**src/rtl/otter_io_pkg.sv**
```systemverilog
// Shared definitions for Otter IO peripherals: UART TX state encoding,
// register offsets and STATUS bit positions.
package otter_io_pkg;

    typedef enum logic [1:0] {IDLE, START, DATA, STOP} uart_tx_state_t;

    localparam logic [31:0] UART_TXDATA_OFS = 32'd0;
    localparam logic [31:0] UART_STATUS_OFS = 32'd4;
    localparam logic [31:0] UART_DIV_OFS    = 32'd8;

    localparam int STAT_BUSY_BIT  = 0;
    localparam int STAT_FULL_BIT  = 1;
    localparam int STAT_EMPTY_BIT = 2;
    localparam int STAT_OVF_BIT   = 3;
    localparam int STAT_CNT_LSB   = 8;
    localparam int STAT_CNT_MSB   = 14;

    function automatic logic [31:0] uart_status(input logic       busy,
                                                input logic       full,
                                                input logic       empty,
                                                input logic       ovf,
                                                input logic [6:0] cnt);
        logic [31:0] s;
        s                              = '0;
        s[STAT_BUSY_BIT]               = busy;
        s[STAT_FULL_BIT]               = full;
        s[STAT_EMPTY_BIT]              = empty;
        s[STAT_OVF_BIT]                = ovf;
        s[STAT_CNT_MSB:STAT_CNT_LSB]   = cnt;
        return s;
    endfunction

endpackage

```
**src/rtl/otter_uart_tx_if.sv**
```systemverilog
// Otter MCU IOBUS bundle: the MCU is the master, peripherals are slaves.
interface otter_uart_tx_if;
    logic [31:0] IOBUS_ADDR;
    logic [31:0] IOBUS_OUT;
    logic        IOBUS_WR;
    logic [31:0] IOBUS_IN;

    modport master (output IOBUS_ADDR, IOBUS_OUT, IOBUS_WR, input IOBUS_IN);
    modport slave  (input IOBUS_ADDR, IOBUS_OUT, IOBUS_WR, output IOBUS_IN);
endinterface

```
**src/rtl/uart_tx_fifo.sv**
```systemverilog
// Byte FIFO for the UART transmitter. Full/empty derive from the fill count;
// the caller must never pop when empty nor push when full without a pop.
module uart_tx_fifo #(
    parameter int DEPTH = 8
) (
    input  logic                     CLK,
    input  logic                     RESET,
    input  logic                     i_push,
    input  logic                     i_pop,
    input  logic [7:0]               i_data,
    output logic [7:0]               o_data,
    output logic                     o_full,
    output logic                     o_empty,
    output logic [$clog2(DEPTH):0]   o_count
);
    localparam int PTR_W = $clog2(DEPTH);
    localparam int CNT_W = PTR_W + 1;

    logic [7:0]       r_mem [DEPTH];
    logic [PTR_W-1:0] r_wr_ptr;
    logic [PTR_W-1:0] r_rd_ptr;
    logic [CNT_W-1:0] r_count;

    // NOTE: storage has no reset; validity is tracked by the pointers and count.
    always_ff @(posedge CLK) begin
        if (i_push) r_mem[r_wr_ptr] <= i_data;
    end

    // NOTE: sequential state uses <= so every register samples pre-edge values.
    always_ff @(posedge CLK) begin
        if (RESET) begin
            r_wr_ptr <= '0;
            r_rd_ptr <= '0;
            r_count  <= '0;
        end else begin
            if (i_push) r_wr_ptr <= r_wr_ptr + PTR_W'(1);
            if (i_pop)  r_rd_ptr <= r_rd_ptr + PTR_W'(1);
            case ({i_push, i_pop})
                2'b10:   r_count <= r_count + CNT_W'(1);
                2'b01:   r_count <= r_count - CNT_W'(1);
                default: r_count <= r_count;
            endcase
        end
    end

    assign o_data  = r_mem[r_rd_ptr];
    assign o_full  = (r_count == CNT_W'(DEPTH));
    assign o_empty = (r_count == '0);
    assign o_count = r_count;
endmodule

```
**src/rtl/otter_uart_tx.sv**
```systemverilog
// Memory-mapped 8N1 UART transmitter on the Otter IOBUS (TXDATA/STATUS/DIVISOR).
// Define UART_TX_INTR_EN to add the one-cycle INTR_TX transmit-done pulse.
module otter_uart_tx
    import otter_io_pkg::*;
#(
    parameter logic [31:0] BASE_ADDR    = 32'h1100_0400,
    parameter int          FIFO_DEPTH   = 8,
    parameter int          CLKS_PER_BIT = 868
) (
    input  logic              CLK,
    input  logic              RESET,
    otter_uart_tx_if.slave    bus,
    output logic              TX
`ifdef UART_TX_INTR_EN
    ,
    output logic              INTR_TX
`endif
);
    localparam int CNT_W = $clog2(FIFO_DEPTH) + 1;

    uart_tx_state_t   r_state;
    logic [15:0]      r_div;
    logic [15:0]      r_baud;
    logic [2:0]       r_bit;
    logic [7:0]       r_shift;
    logic             r_tx;
    logic             r_ovf;

    logic             w_push_req, w_push, w_pop;
    logic             w_wr_status, w_wr_div, w_baud_done;
    logic             w_full, w_empty;
    logic [7:0]       w_fifo_data;
    logic [CNT_W-1:0] w_count;
    logic             w_unused_ok;

    assign w_push_req  = bus.IOBUS_WR && (bus.IOBUS_ADDR == BASE_ADDR + UART_TXDATA_OFS);
    assign w_wr_status = bus.IOBUS_WR && (bus.IOBUS_ADDR == BASE_ADDR + UART_STATUS_OFS);
    assign w_wr_div    = bus.IOBUS_WR && (bus.IOBUS_ADDR == BASE_ADDR + UART_DIV_OFS);
    assign w_baud_done = (r_baud == 16'd0);
    assign w_pop       = !w_empty && ((r_state == IDLE) || ((r_state == STOP) && w_baud_done));
    // A full FIFO still accepts a byte when the serializer frees a slot this cycle.
    assign w_push      = w_push_req && (!w_full || w_pop);
    assign w_unused_ok = ^bus.IOBUS_OUT[31:16];

    uart_tx_fifo #(.DEPTH(FIFO_DEPTH)) u_fifo (
        .CLK     (CLK),
        .RESET   (RESET),
        .i_push  (w_push),
        .i_pop   (w_pop),
        .i_data  (bus.IOBUS_OUT[7:0]),
        .o_data  (w_fifo_data),
        .o_full  (w_full),
        .o_empty (w_empty),
        .o_count (w_count)
    );

    always_ff @(posedge CLK) begin
        if (RESET) begin
            r_div <= 16'(CLKS_PER_BIT);
            r_ovf <= 1'b0;
        end else begin
            if (w_wr_div)
                r_div <= (bus.IOBUS_OUT[15:0] == 16'd0) ? 16'd1 : bus.IOBUS_OUT[15:0];
            if (w_push_req && !w_push)
                r_ovf <= 1'b1;
            else if (w_wr_status && bus.IOBUS_OUT[STAT_OVF_BIT])
                r_ovf <= 1'b0;
        end
    end

    always_ff @(posedge CLK) begin
        if (RESET) begin
            r_state <= IDLE;
            r_baud  <= '0;
            r_bit   <= '0;
            r_shift <= '0;
            r_tx    <= 1'b1;
        end else begin
            case (r_state)
                IDLE: if (w_pop) begin
                    r_shift <= w_fifo_data;
                    r_baud  <= r_div - 16'd1;
                    r_tx    <= 1'b0;
                    r_state <= START;
                end
                START: if (w_baud_done) begin
                    r_tx    <= r_shift[0];
                    r_shift <= {1'b0, r_shift[7:1]};
                    r_bit   <= '0;
                    r_baud  <= r_div - 16'd1;
                    r_state <= DATA;
                end else r_baud <= r_baud - 16'd1;
                DATA: if (w_baud_done) begin
                    r_baud <= r_div - 16'd1;
                    if (r_bit == 3'd7) begin
                        r_tx    <= 1'b1;
                        r_state <= STOP;
                    end else begin
                        r_tx    <= r_shift[0];
                        r_shift <= {1'b0, r_shift[7:1]};
                        r_bit   <= r_bit + 3'd1;
                    end
                end else r_baud <= r_baud - 16'd1;
                STOP: if (w_baud_done) begin
                    if (w_pop) begin
                        r_shift <= w_fifo_data;
                        r_baud  <= r_div - 16'd1;
                        r_tx    <= 1'b0;
                        r_state <= START;
                    end else r_state <= IDLE;
                end else r_baud <= r_baud - 16'd1;
                default: r_state <= IDLE;
            endcase
        end
    end

    assign TX = r_tx;

    // NOTE: default assignment first so no path leaves the output unassigned (no latch).
    always_comb begin
        bus.IOBUS_IN = '0;
        if (bus.IOBUS_ADDR == BASE_ADDR + UART_STATUS_OFS)
            bus.IOBUS_IN = uart_status(r_state != IDLE, w_full, w_empty, r_ovf, 7'(w_count));
        else if (bus.IOBUS_ADDR == BASE_ADDR + UART_DIV_OFS)
            bus.IOBUS_IN = {16'd0, r_div};
    end

`ifdef UART_TX_INTR_EN
    logic r_intr;

    always_ff @(posedge CLK) begin
        if (RESET) r_intr <= 1'b0;
        else       r_intr <= (r_state == STOP) && w_baud_done && w_empty;
    end

    assign INTR_TX = r_intr;
`endif
endmodule

```
**src/flat_wrapper.sv**
```systemverilog
// flat-port wrapper written by rule: the top's interface ports become plain ports
module otter_uart_tx_flat import otter_io_pkg::*;
#(
    parameter logic [31:0] BASE_ADDR    = 32'h1100_0400,
    parameter int          FIFO_DEPTH   = 8,
    parameter int          CLKS_PER_BIT = 868
)
  (CLK, RESET, TX, bus_IOBUS_ADDR, bus_IOBUS_OUT, bus_IOBUS_WR, bus_IOBUS_IN);
  otter_uart_tx_if bus_i ();
  input  logic CLK;
  input  logic RESET;
  output logic TX;
  input wire logic [$bits(bus_i.IOBUS_ADDR)-1:0] bus_IOBUS_ADDR;
  input wire logic [$bits(bus_i.IOBUS_OUT)-1:0] bus_IOBUS_OUT;
  input wire logic [$bits(bus_i.IOBUS_WR)-1:0] bus_IOBUS_WR;
  output wire logic [$bits(bus_i.IOBUS_IN)-1:0] bus_IOBUS_IN;
  assign bus_i.IOBUS_ADDR = bus_IOBUS_ADDR;
  assign bus_i.IOBUS_OUT = bus_IOBUS_OUT;
  assign bus_i.IOBUS_WR = bus_IOBUS_WR;
  assign bus_IOBUS_IN = bus_i.IOBUS_IN;
  otter_uart_tx #(.BASE_ADDR(BASE_ADDR), .FIFO_DEPTH(FIFO_DEPTH), .CLKS_PER_BIT(CLKS_PER_BIT)) u_core (.CLK(CLK), .RESET(RESET), .bus(bus_i), .TX(TX));
endmodule
```
**config.mk**
```make
export PLATFORM = sky130hd
export DESIGN_NAME = otter_uart_tx_flat
export DESIGN_NICKNAME = d
export VERILOG_FILES = /design/src/rtl/otter_io_pkg.sv /design/src/rtl/otter_uart_tx_if.sv /design/src/rtl/uart_tx_fifo.sv /design/src/rtl/otter_uart_tx.sv /design/src/flat_wrapper.sv
export SDC_FILE = /design/constraint.sdc
export NUM_CORES = 1
export LEC_CHECK = 0
export BUFFER_PORTS_ARGS = -buffer_cell sky130_fd_sc_hd__buf_2
export CAP_MARGIN = 20
export CORE_ASPECT_RATIO = 1.2
export CORE_MARGIN = 3
export CORE_UTILIZATION = 62
export CTS_CLUSTER_SIZE = 20
export DETAILED_ROUTE_END_ITERATION = 7
export PLACE_DENSITY = 0.85
export SYNTH_ARGS = -nofsm -noshare
export SYNTH_HDL_FRONTEND = slang
export SYNTH_HIERARCHICAL = 1
export SYNTH_SLANG_ARGS = --single-unit
```
**constraint.sdc**
```tcl
create_clock -name CLK -period 6.2 [get_ports CLK]
set_clock_uncertainty 0.05 [all_clocks]
set_input_delay 1.24 -clock CLK [delete_from_list [all_inputs] [get_ports CLK]]
set_output_delay 1.24 -clock CLK [all_outputs]
set_load 0.02 [all_outputs]
```
Word-level counts from Yosys, hierarchy flattened
Memory sizes are Yosys's and may differ from the RTL's. A register that Yosys moved wholly into a read port is not among the register bits.
Cells that the tools add are included.
Widths: inputs -> output; s select.
{"block": "word_totals", "register_bits": 57, "input_bits": 67, "out_inout_bits": 33, "elab_cells": 97, "n_memories": 1, "ram_bits": 64}
{"memory": "u_core.u_fifo.r_mem", "depth": 8, "width": 8, "read_ports": 1, "rd_clocked_by_memory_dff": 1, "wr": 1, "line_no": "uart_tx_fifo.sv:19", "rtl": "logic [7:0] r_mem [DEPTH];"}
{"block": "classes", "reduce_logical": 26, "n_eq_ne": 16, "addsub": 7, "mux": 37}
{"op": "$eq 32x29->1 const B", "n": 3}
{"op": "$mux 16", "n": 5}
{"op": "$pmux 16 s3", "n": 1}
{"op": "$mux 8", "n": 5}
{"op": "$logic_not 16->1", "n": 2}
{"op": "$mux 32", "n": 1}
{"op": "$pmux 8 s4", "n": 1}
{"op": "$sub 16x1->16 const B", "n": 2}
{"op": "$mux 3", "n": 5}
{"op": "$mux 1", "n": 10}
{"op": "$mux 2", "n": 5}
{"op": "$add 3x1->3 const B", "n": 3}
{"op": "$logic_and 1x1->1", "n": 8}
{"op": "$ne 2x1->1 const B", "n": 4}
{"op": "$pmux 2 s4", "n": 1}
{"op": "$pmux 4 s2", "n": 1}
{"op": "$reduce_and 4->1", "n": 2}
{"op": "$reduce_bool 2->1", "n": 4}
{"op": "$eq 2x2->1 const B", "n": 3}
{"op": "$pmux 3 s2", "n": 1}
{"op": "$reduce_and 5->1", "n": 1}
{"op": "$add 4x1->4 const B", "n": 1}
{"op": "$eq 2x1->1 const B", "n": 2}
{"op": "$eq 4x4->1 const B", "n": 1}
{"op": "other kinds (10)", "n": 14}

Longest topological paths before layout
Gate-level depths: netlist (run 1).
{"block": "depth", "word_depth": 9, "ltp_mapped": 16, "ltp_nobuf": 14}

Hierarchy
Netlist (run 1), hierarchy kept.
{"module": "otter_uart_tx", "cells_per_inst": 496, "area_per_inst_um2": 3844.9, "n_inst": 1, "seq_area_each_um2": 940.9}
{"module": "uart_tx_fifo", "cells_per_inst": 164, "area_per_inst_um2": 3106.7, "n_inst": 1, "seq_area_each_um2": 2182.1}

Worst setup path before layout (run 1)
No wires, ideal clock.
{"block": "synth_timing", "path_kind": "input-to-reg", "startpoint": "input port bus_IOBUS_ADDR[26]", "endpoint": "register u_core.u_fifo.r_count[3], in the netlist u_core/u_fifo/o_count[3]", "path_buffers": 3, "stages": 14, "path_slack_ns": 1.856, "arrival_time_ns": 4.173, "cell_sequence": "nor4b_1 -> and4_1 -> and3_1 -> clkbuf_1 -> clkbuf_1 -> nand2_1 -> a21oi_1 -> inv_1 -> ha_1 -> buf_2 -> nor4b_1 -> a41oi_1 -> o41ai_1 -> mux2_2"}
{"block": "synth_between", "elab_chain_cells": 5}
{"element": "start: declaration", "line_no": "flat_wrapper.sv:13", "rtl": "input wire logic [$bits(bus_i.IOBUS_ADDR)-1:0] bus_IOBUS_ADDR;"}
{"element": "$eq 32x29->1 (*)", "line_no": "otter_uart_tx.sv:36", "rtl": "assign w_push_req = bus.IOBUS_WR && (bus.IOBUS_ADDR == BASE_ADDR + UART_TXDATA_OFS);"}
{"element": "$logic_and 1x1->1 (*)", "line_no": "otter_uart_tx.sv:36"}
{"element": "$logic_and 1x1->1 (*)", "line_no": "otter_uart_tx.sv:42", "rtl": "assign w_push = w_push_req && (!w_full || w_pop);"}
{"element": "net u_core.w_push", "line_no": "otter_uart_tx.sv:29", "rtl": "logic w_push_req, w_push, w_pop;"}
{"element": "$eq 2x1->1 / $eq 2x2->1 (equally long branches)", "line_no": "uart_tx_fifo.sv:38", "rtl": "case ({i_push, i_pop})"}
{"element": "$pmux 4 s2 / $reduce_bool 2->1 (equally long branches)"}
{"element": "end signal: assignment", "line_no": "uart_tx_fifo.sv:39", "rtl": "2'b10: r_count <= r_count + CNT_W'(1);"}
{"element": "end signal: assignment", "line_no": "uart_tx_fifo.sv:40", "rtl": "2'b01: r_count <= r_count - CNT_W'(1);"}
{"element": "end signal: assignment", "line_no": "uart_tx_fifo.sv:41", "rtl": "default: r_count <= r_count;"}
{"element": "end: declaration", "line_no": "uart_tx_fifo.sv:22", "rtl": "logic [CNT_W-1:0] r_count;"}
The timed path passes the listed nets; every way through them passes the cells marked *.
A chain may end at the register's enable or synchronous reset.

Worst setup path in the final report (run 1)
{"block": "layout_timing", "startpoint": "input port bus_IOBUS_ADDR[9]", "endpoint": "output port bus_IOBUS_IN[1]"}
{"block": "layout_between", "elab_chain_cells": 3}
{"element": "$eq 32x29->1", "line_no": "otter_uart_tx.sv:124", "rtl": "else if (bus.IOBUS_ADDR == BASE_ADDR + UART_DIV_OFS)"}
{"element": "$mux 16", "line_no": "otter_uart_tx.sv:124"}
{"element": "$mux 32 (*)", "line_no": "otter_uart_tx.sv:122", "rtl": "if (bus.IOBUS_ADDR == BASE_ADDR + UART_STATUS_OFS)"}
{"element": "end: declaration", "line_no": "flat_wrapper.sv:16", "rtl": "output wire logic [$bits(bus_i.IOBUS_IN)-1:0] bus_IOBUS_IN;"}
Mark *: on every way between the ends. The rest lies on a longest branch, timed or not.

==> flow_summary_export.csv, run 1 <==
group,metric,value,unit
routing,ant_nets,0,
sta,fin_setup_tns,0,ps
die,initial_core_util,64.84,%
pwr,p_int,1.600,mW
cts,htreeDepth,4,
setup_path,r2r-end,"u_core/u_fifo/o_count[3]",
cells_and_area,final_cells,847,
routing,num_vias,5788,
setup_path,crit_path_end_kind,"output pin",
cts,cts_tree,"yes",
setup_path,reg2reg_slack,1760,ps
global_routing,grt_max_degree,40,
global_routing,gr-total-overflow,0,
pwr,vdd_ir_drop_max,0.0002348,V
cells_and_area,nets,787,
routing,drt-vias-per-instance,6.834,
sta,fmax,204.4,MHz
sta,setup_viol,0,
cells_and_area,num_antenna_cells,0,
placed_design,portBuffers,67,
sta,worst_slack,1309,ps
cts,cts_buffers,17,
min_path,min_to,"u_core/r_shift[1]",
cts,clock-sinks,124,
sta,rsz0062_at_grt,"false",
pwr,p_total,2.309,mW
synthesis,synth-main-ff-cell,"edfxtp_1",
global_routing,grt_pass1_wl,29470,um
global_routing,antenna_found_initial,0,
synthesis,ys_ff_latch,124,
placed_design,dp_cells,815,
cells_and_area,multi_input_area,3472,um^2
global_routing,grt_pass1_vias,5606,
die,io_pins,100,
cells_and_area,seqCellArea,3123,um^2
routing,drc,0,
status,status,"finished clean",
setup_path,worstPathArrival,3600,ps
synthesis,synth_most_common_cell,"edfxtp_1",
routing,drt_first_pass_iters,5,
cts,worstSkewPairLatency,420,ps
cts,cts-root-buf,"clkbuf_16",
die,dieArea,12520,um^2
synthesis,synth_common_cells,"edfxtp_1, dfxtp_1, nor2_1",
placed_design,place_ws,1467,ps
pwr,p_leak,2.861,nW
synthesis,synthDominantCellAreaShare,27.65,%
sta,holdWs,410.0,ps
pwr,p_sw,0.7082,mW
pwr,share_comb_of_total_power,17.8,%
pwr,swShare,30.68,%
min_path,hold_start,"u_core/r_shift[1]",
setup_path,crit_type,"primary input to output pin",
run,maxCapViolCount,0,
cts,clockBufferDepth,2,
cells_and_area,syn2layout_area_growth,12.02,%
routing,wl,18450,um
routing,post_drt_wl_per_cell,21.78,um
routing,drt_iter0_drc,584,
die,die_h,122.0,um
synthesis,syn_inst,660,
synthesis,ys_async_sr_fraction,0,%
setup_path,r2r-start,"u_core/r_baud[0]",
pwr,p_seq_share,39.0,%
setup_path,cp_max_fo,17,
synthesis,synth_edf_count,64,
synthesis,yosysTopAreaCell,"edfxtp_1",
setup_path,r2r_cells,12,
cts,hold_buffers,0,
setup_path,critPathLaunchType,"primary input",
min_path,hold_class,"flop to flop",
sta,max_slew_margin,33.37,%
synthesis,avgSynthCellArea,10.53,um^2
sta,drv_slew,0,
cells_and_area,drive_gt1_share,20.06,%
global_routing,grt_use_total,31.03,%
pwr,powerDensity,296.4,nW/um^2
cells_and_area,final.fill_count,713,
synthesis,synthDistinctLibCells,81,
synthesis,yosysWarnings,6,
cts,cts_setup_buffers,0,
sta,worst_pin_slew,998.1,ps
die,num_rows,41,
setup_path,worstPathRequired,4910,ps
min_path,whs_path_depth,2,
sta,period_minus_slack,4891,ps
die,core_area,10720,um^2
synthesis,seq_area_frac_synth,44.92,%
cts,cts.clk_slew.worst_paths,60,ps
placed_design,place_hpwl,11590,um
cts,cts_resized,0,
synthesis,ys_top_cells_by_area,"edfxtp_1, dfxtp_1, mux4_1, mux2_2, nor2_1",
die,die_w,102.7,um
sta,finalHoldViolCount,0,
placed_design,place_congestion,0.9392,
sta,period_share,78.89,%
synthesis,syn_area,6952,um^2
pwr,pwr-share-clk,43.3,%
[flip-flops by register name, summed over array words and instances (netlist names), named ones only]
register and flops:
u_core/u_fifo/r_mem 64, u_core/r_baud 16, u_core/r_div 16, u_core/r_shift 8, u_core/u_fifo/o_count 4, u_core/r_bit 3
u_core/u_fifo/r_rd_ptr 3, u_core/u_fifo/r_wr_ptr 3, u_core/r_state 2, u_core/TX 1, u_core/r_ovf 1
[through the flow]
step,cell area [um^2],util (%)
2_1_floorplan,7008,-
3_3_place_gp,7174,66.92
3_5_place_dp,7184,67.01
4_1_cts,7787,72.63
5_1_grt,7787,72.63
6_report,7787,72.63
[layout by cell type, fill, tap and decap left out, drive strengths merged, types with 13 or more instances in the layout]
cell type  instances
a21oi             38
buf               70
clkbuf            17
conb              16
dfxtp             60
edfxtp            64
ha                15
inv               27
mux2              20
mux2i             18
mux4              16
nand2             43
nand3             15
nand4             20
nor2              51
nor3              15
nor4              17
o21ai             31
xnor2             13
[area by class of cell]
type	count	share of cell area, %
multi-input combinational	472	44.59
sequential	124	40.10
clock buffer	17	5.463
timing repair buffer	70	4.531
clock inverter	15	2.281
tap	129	2.073
inverter	20	0.9640
[metal layers]
| metal | track usage, % | share of wire [%] |
|---|---|---|
| met5 | 0 | 0 |
| met4 | 12.47 | 3.4 |
| met3 | 7.789 | 8.4 |
| met2 | 51.45 | 50 |
| met1 | 38.55 | 38 |
[cell families after synthesis]
family / after synthesis / synth area share [%]
AOI/OAI and AO/OA: 140 / 13.93
xor gates and xnor gates: 22 / 2.772
adders and majority gates: 15 / 2.700
buffers and inverters: 79 / 5.940
DFF: 124 / 44.92
muxes: 54 / 11.83
other: 1 / 0.05394
and+or+nand+nor: 225 / 17.85
[how the worst max path moves through the flow]
stage	start	end	slack, ps	cells after the start
after global routing	bus_IOBUS_ADDR[9]	bus_IOBUS_IN[1]	1140	7
final	bus_IOBUS_ADDR[9]	bus_IOBUS_IN[1]	1310	7
after detailed placement	bus_IOBUS_ADDR[9]	bus_IOBUS_IN[0]	1470	7
after CTS	bus_IOBUS_ADDR[9]	bus_IOBUS_IN[1]	1400	7
after global placement	bus_IOBUS_ADDR[9]	bus_IOBUS_IN[0]	1510	7
after floorplan	bus_IOBUS_ADDR[26]	u_core/u_fifo/o_count[3]	1860	14
[power by group through the flow]
stage / sequential, mW / clock (mW) / combinational [mW]
6_report: 0.900 / 0.999 / 0.410
5_1_grt: 0.902 / 1.04 / 0.441
4_1_cts: 0.899 / 1.01 / 0.400
3_5_place_dp: 0.916 / 0 / 0.393
3_3_place_gp: 0.915 / 0 / 0.382
2_1_floorplan: 0.913 / 0 / 0.306
[critical path: stages]
cell and delay, ps:
buf_2 100, nor4b_1 400, and4_1 270, and2_1 530
and3_1 590, a22o_1 280, buf_2 200
(Power assumes the default switching activity.)
==> run 2, diff against run 1 <==
Settings changed: CORE_UTILIZATION 62 to 58, PLACE_DENSITY 0.85 to 0.81.
Clock period 6.2 ns to 4.85 ns, I/O delays scaled along.
==> flow_summary_export.csv, run 2 (synthesis results as in run 1) <==
group,metric,value,unit
run,maxCapViolCount,0,
cts,hold_buffers,0,
cts,cts_resized,0,
cells_and_area,syn2layout_area_growth,12.94,%
cts,cts-root-buf,"clkbuf_16",
routing,drt_iter0_drc,405,
cells_and_area,top_register,"u_core/u_fifo/r_mem",
setup_path,critPathTopFamily,"simple AND/OR/NAND/NOR gates",
setup_path,crit_buf_inv,3,
setup_path,r2r_cells,12,
sta,drv_slew,0,
pwr,p_sw,0.8942,mW
pwr,p_int,2.051,mW
sta,fmax,239.6,MHz
sta,rsz0062_at_grt,"false",
pwr,vdd_ir_drop_max,0.0003179,V
cts,cts_buffers,17,
sta,period_minus_slack,4174,ps
pwr,p_seq_share,39.0,%
cells_and_area,final_common_cell,"buf_2",
pwr,swShare,30.36,%
status,status,"finished clean",
routing,num_vias,5679,
global_routing,grt_pass1_vias,5562,
die,num_rows,43,
pwr,p_leak,2.877,nW
die,core_area,11620,um^2
placed_design,portBuffers,67,
placed_design,place_congestion,0.9422,
cells_and_area,reg_top3,"u_core/u_fifo/r_mem: 64 flops, u_core/r_baud: 16 flops, u_core/r_div: 16 flops",
routing,drt-vias-per-instance,6.461,
setup_path,worstPathRequired,3830,ps
cells_and_area,num_antenna_cells,0,
pwr,share_comb_of_total_power,18.0,%
setup_path,cp_slowest_stage_delay,540,ps
setup_path,crit_path_end_kind,"output pin",
placed_design,place_hpwl,11740,um
global_routing,antenna_found_initial,0,
setup_path,critPathLaunchType,"primary input",
die,dieArea,13340,um^2
global_routing,grt_pass1_wl,27960,um
setup_path,crit_type,"primary input to output pin",
setup_path,r2r-end,"u_core/u_fifo/o_count[3]",
setup_path,reg2reg_slack,1030,ps
min_path,hold_class,"flop to flop",
setup_path,path_cells,"buf_2 -> nor4b_1 -> and4_1 -> and2_1 -> buf_4 -> and3_1 -> a22o_1 -> buf_2",
setup_path,cp_max_fo,17,
setup_path,worstPathArrival,3150,ps
global_routing,grt_max_degree,40,
setup_path,crit_slowest_cell,"and3_1",
die,initial_core_util,59.82,%
routing,drc,0,
cells_and_area,largest_register_ffs,64,
setup_path,r2r-start,"u_core/r_baud[0]",
global_routing,gr-total-overflow,0,
sta,setup_viol,0,
global_routing,grt_use_total,26.59,%
cts,worstSkewPairLatency,410,ps
pwr,powerDensity,375.1,nW/um^2
sta,holdWs,412.5,ps
die,die_h,125.9,um
cts,clockBufferDepth,2,
setup_path,timing.critical_path.from,"bus_IOBUS_ADDR[9]",
cells_and_area,drive_gt1_share,20.50,%
routing,ant_nets,0,
cells_and_area,final.fill_count,859,
routing,drt_first_pass_iters,7,
cts,htreeDepth,4,
cts,cts_setup_buffers,0,
cts,cts_tree,"yes",
cts,cts.clk_slew.worst_paths,60,ps
setup_path,cp.depth,8,
setup_path,cpMostUsedCell,"buf_2",
routing,wl,17320,um
sta,fin_setup_tns,0,ps
sta,worst_pin_slew,971.9,ps
sta,finalHoldViolCount,0,
sta,period_share,86.07,%
cts,clock-sinks,124,
pwr,pwr-share-clk,43.0,%
sta,max_slew_margin,35.03,%
cells_and_area,nets,791,
setup_path,setup.worst_path.end,"bus_IOBUS_IN[0]",
routing,post_drt_wl_per_cell,19.70,um
cells_and_area,layout_common_cells,"buf_2, edfxtp_1, dfxtp_1",
die,io_pins,100,
die,die_w,105.9,um
-- run 2: cell count changes in the layout (fill, tap and decap cells not counted) --
| cell | delta |
|---|---|
| buf_4 | +6 |
| clkinv_4 | -3 |
| buf_2 | -2 |
| inv_6 | +2 |
| clkinv_8 | -1 |
| clkinvlp_4 | +1 |
| inv_8 | +1 |
-- run 2: worst min path at each step --
stage / start / to / cells after the start
2_1_floorplan: u_core/r_shift[6] / u_core/r_shift[6] / 2
3_3_place_gp: u_core/r_shift[7] / u_core/r_shift[7] / 2
3_5_place_dp: u_core/r_shift[6] / u_core/r_shift[6] / 2
4_1_cts: u_core/r_shift[2] / u_core/r_shift[2] / 2
5_1_grt: u_core/r_shift[2] / u_core/r_shift[2] / 2
6_report: u_core/r_shift[2] / u_core/r_shift[2] / 2
-- run 2: final cells by class --
class / count / area (um^2) / area share, %
inverter: 20 / 75.07 / 0.9562
sequential: 124 / 3123 / 39.78
clock buffer: 17 / 425.4 / 5.418
timing repair buffer: 74 / 387.9 / 4.940
clock inverter: 15 / 171.4 / 2.183
tap: 157 / 196.4 / 2.502
multi-input combinational: 472 / 3472 / 44.22
-- run 2: through the flow --
stage,total power [mW],cell area (um^2),util (%),setup WS [ps],cells
after global routing,3.057,7851,67.56,571.3,879
after floorplan,1.558,7008,-,776.0,675
after CTS,2.949,7851,67.56,752.8,879
final,2.945,7851,67.56,675.8,879
after detailed placement,1.682,7254,62.42,646.4,847
after global placement,1.666,7254,62.42,803.7,847
-- run 2: per-layer routing --
metal  share of wire (%)  vias to the layer above  track usage (%)
li1                    -                     2595                -
met2                  52                      307            47.22
met5                   0                        -                0
met1                  38                     2726            31.71
met3                 7.5                       51            4.818
met4                 2.8                        0            10.98
-- run 2: power groups by stage --
| stage | Clock, mW | Combinational [mW] | Sequential, mW |
|---|---|---|---|
| floorplan | 0 | 0.391 | 1.17 |
| global placement | 0 | 0.497 | 1.17 |
| detailed placement | 0 | 0.511 | 1.17 |
| CTS | 1.28 | 0.517 | 1.15 |
| global route | 1.33 | 0.572 | 1.15 |
| finish | 1.27 | 0.529 | 1.15 |
-- run 2: worst register-to-register path, delay by kind of cell, from the launching register on --
family | cells | cell delay, ps
compound gates | 4 | 850
flops | 1 | 380
simple gates | 3 | 1120
fa+ha+maj | 2 | 620
mux | 1 | 380
buf+inv | 2 | 300
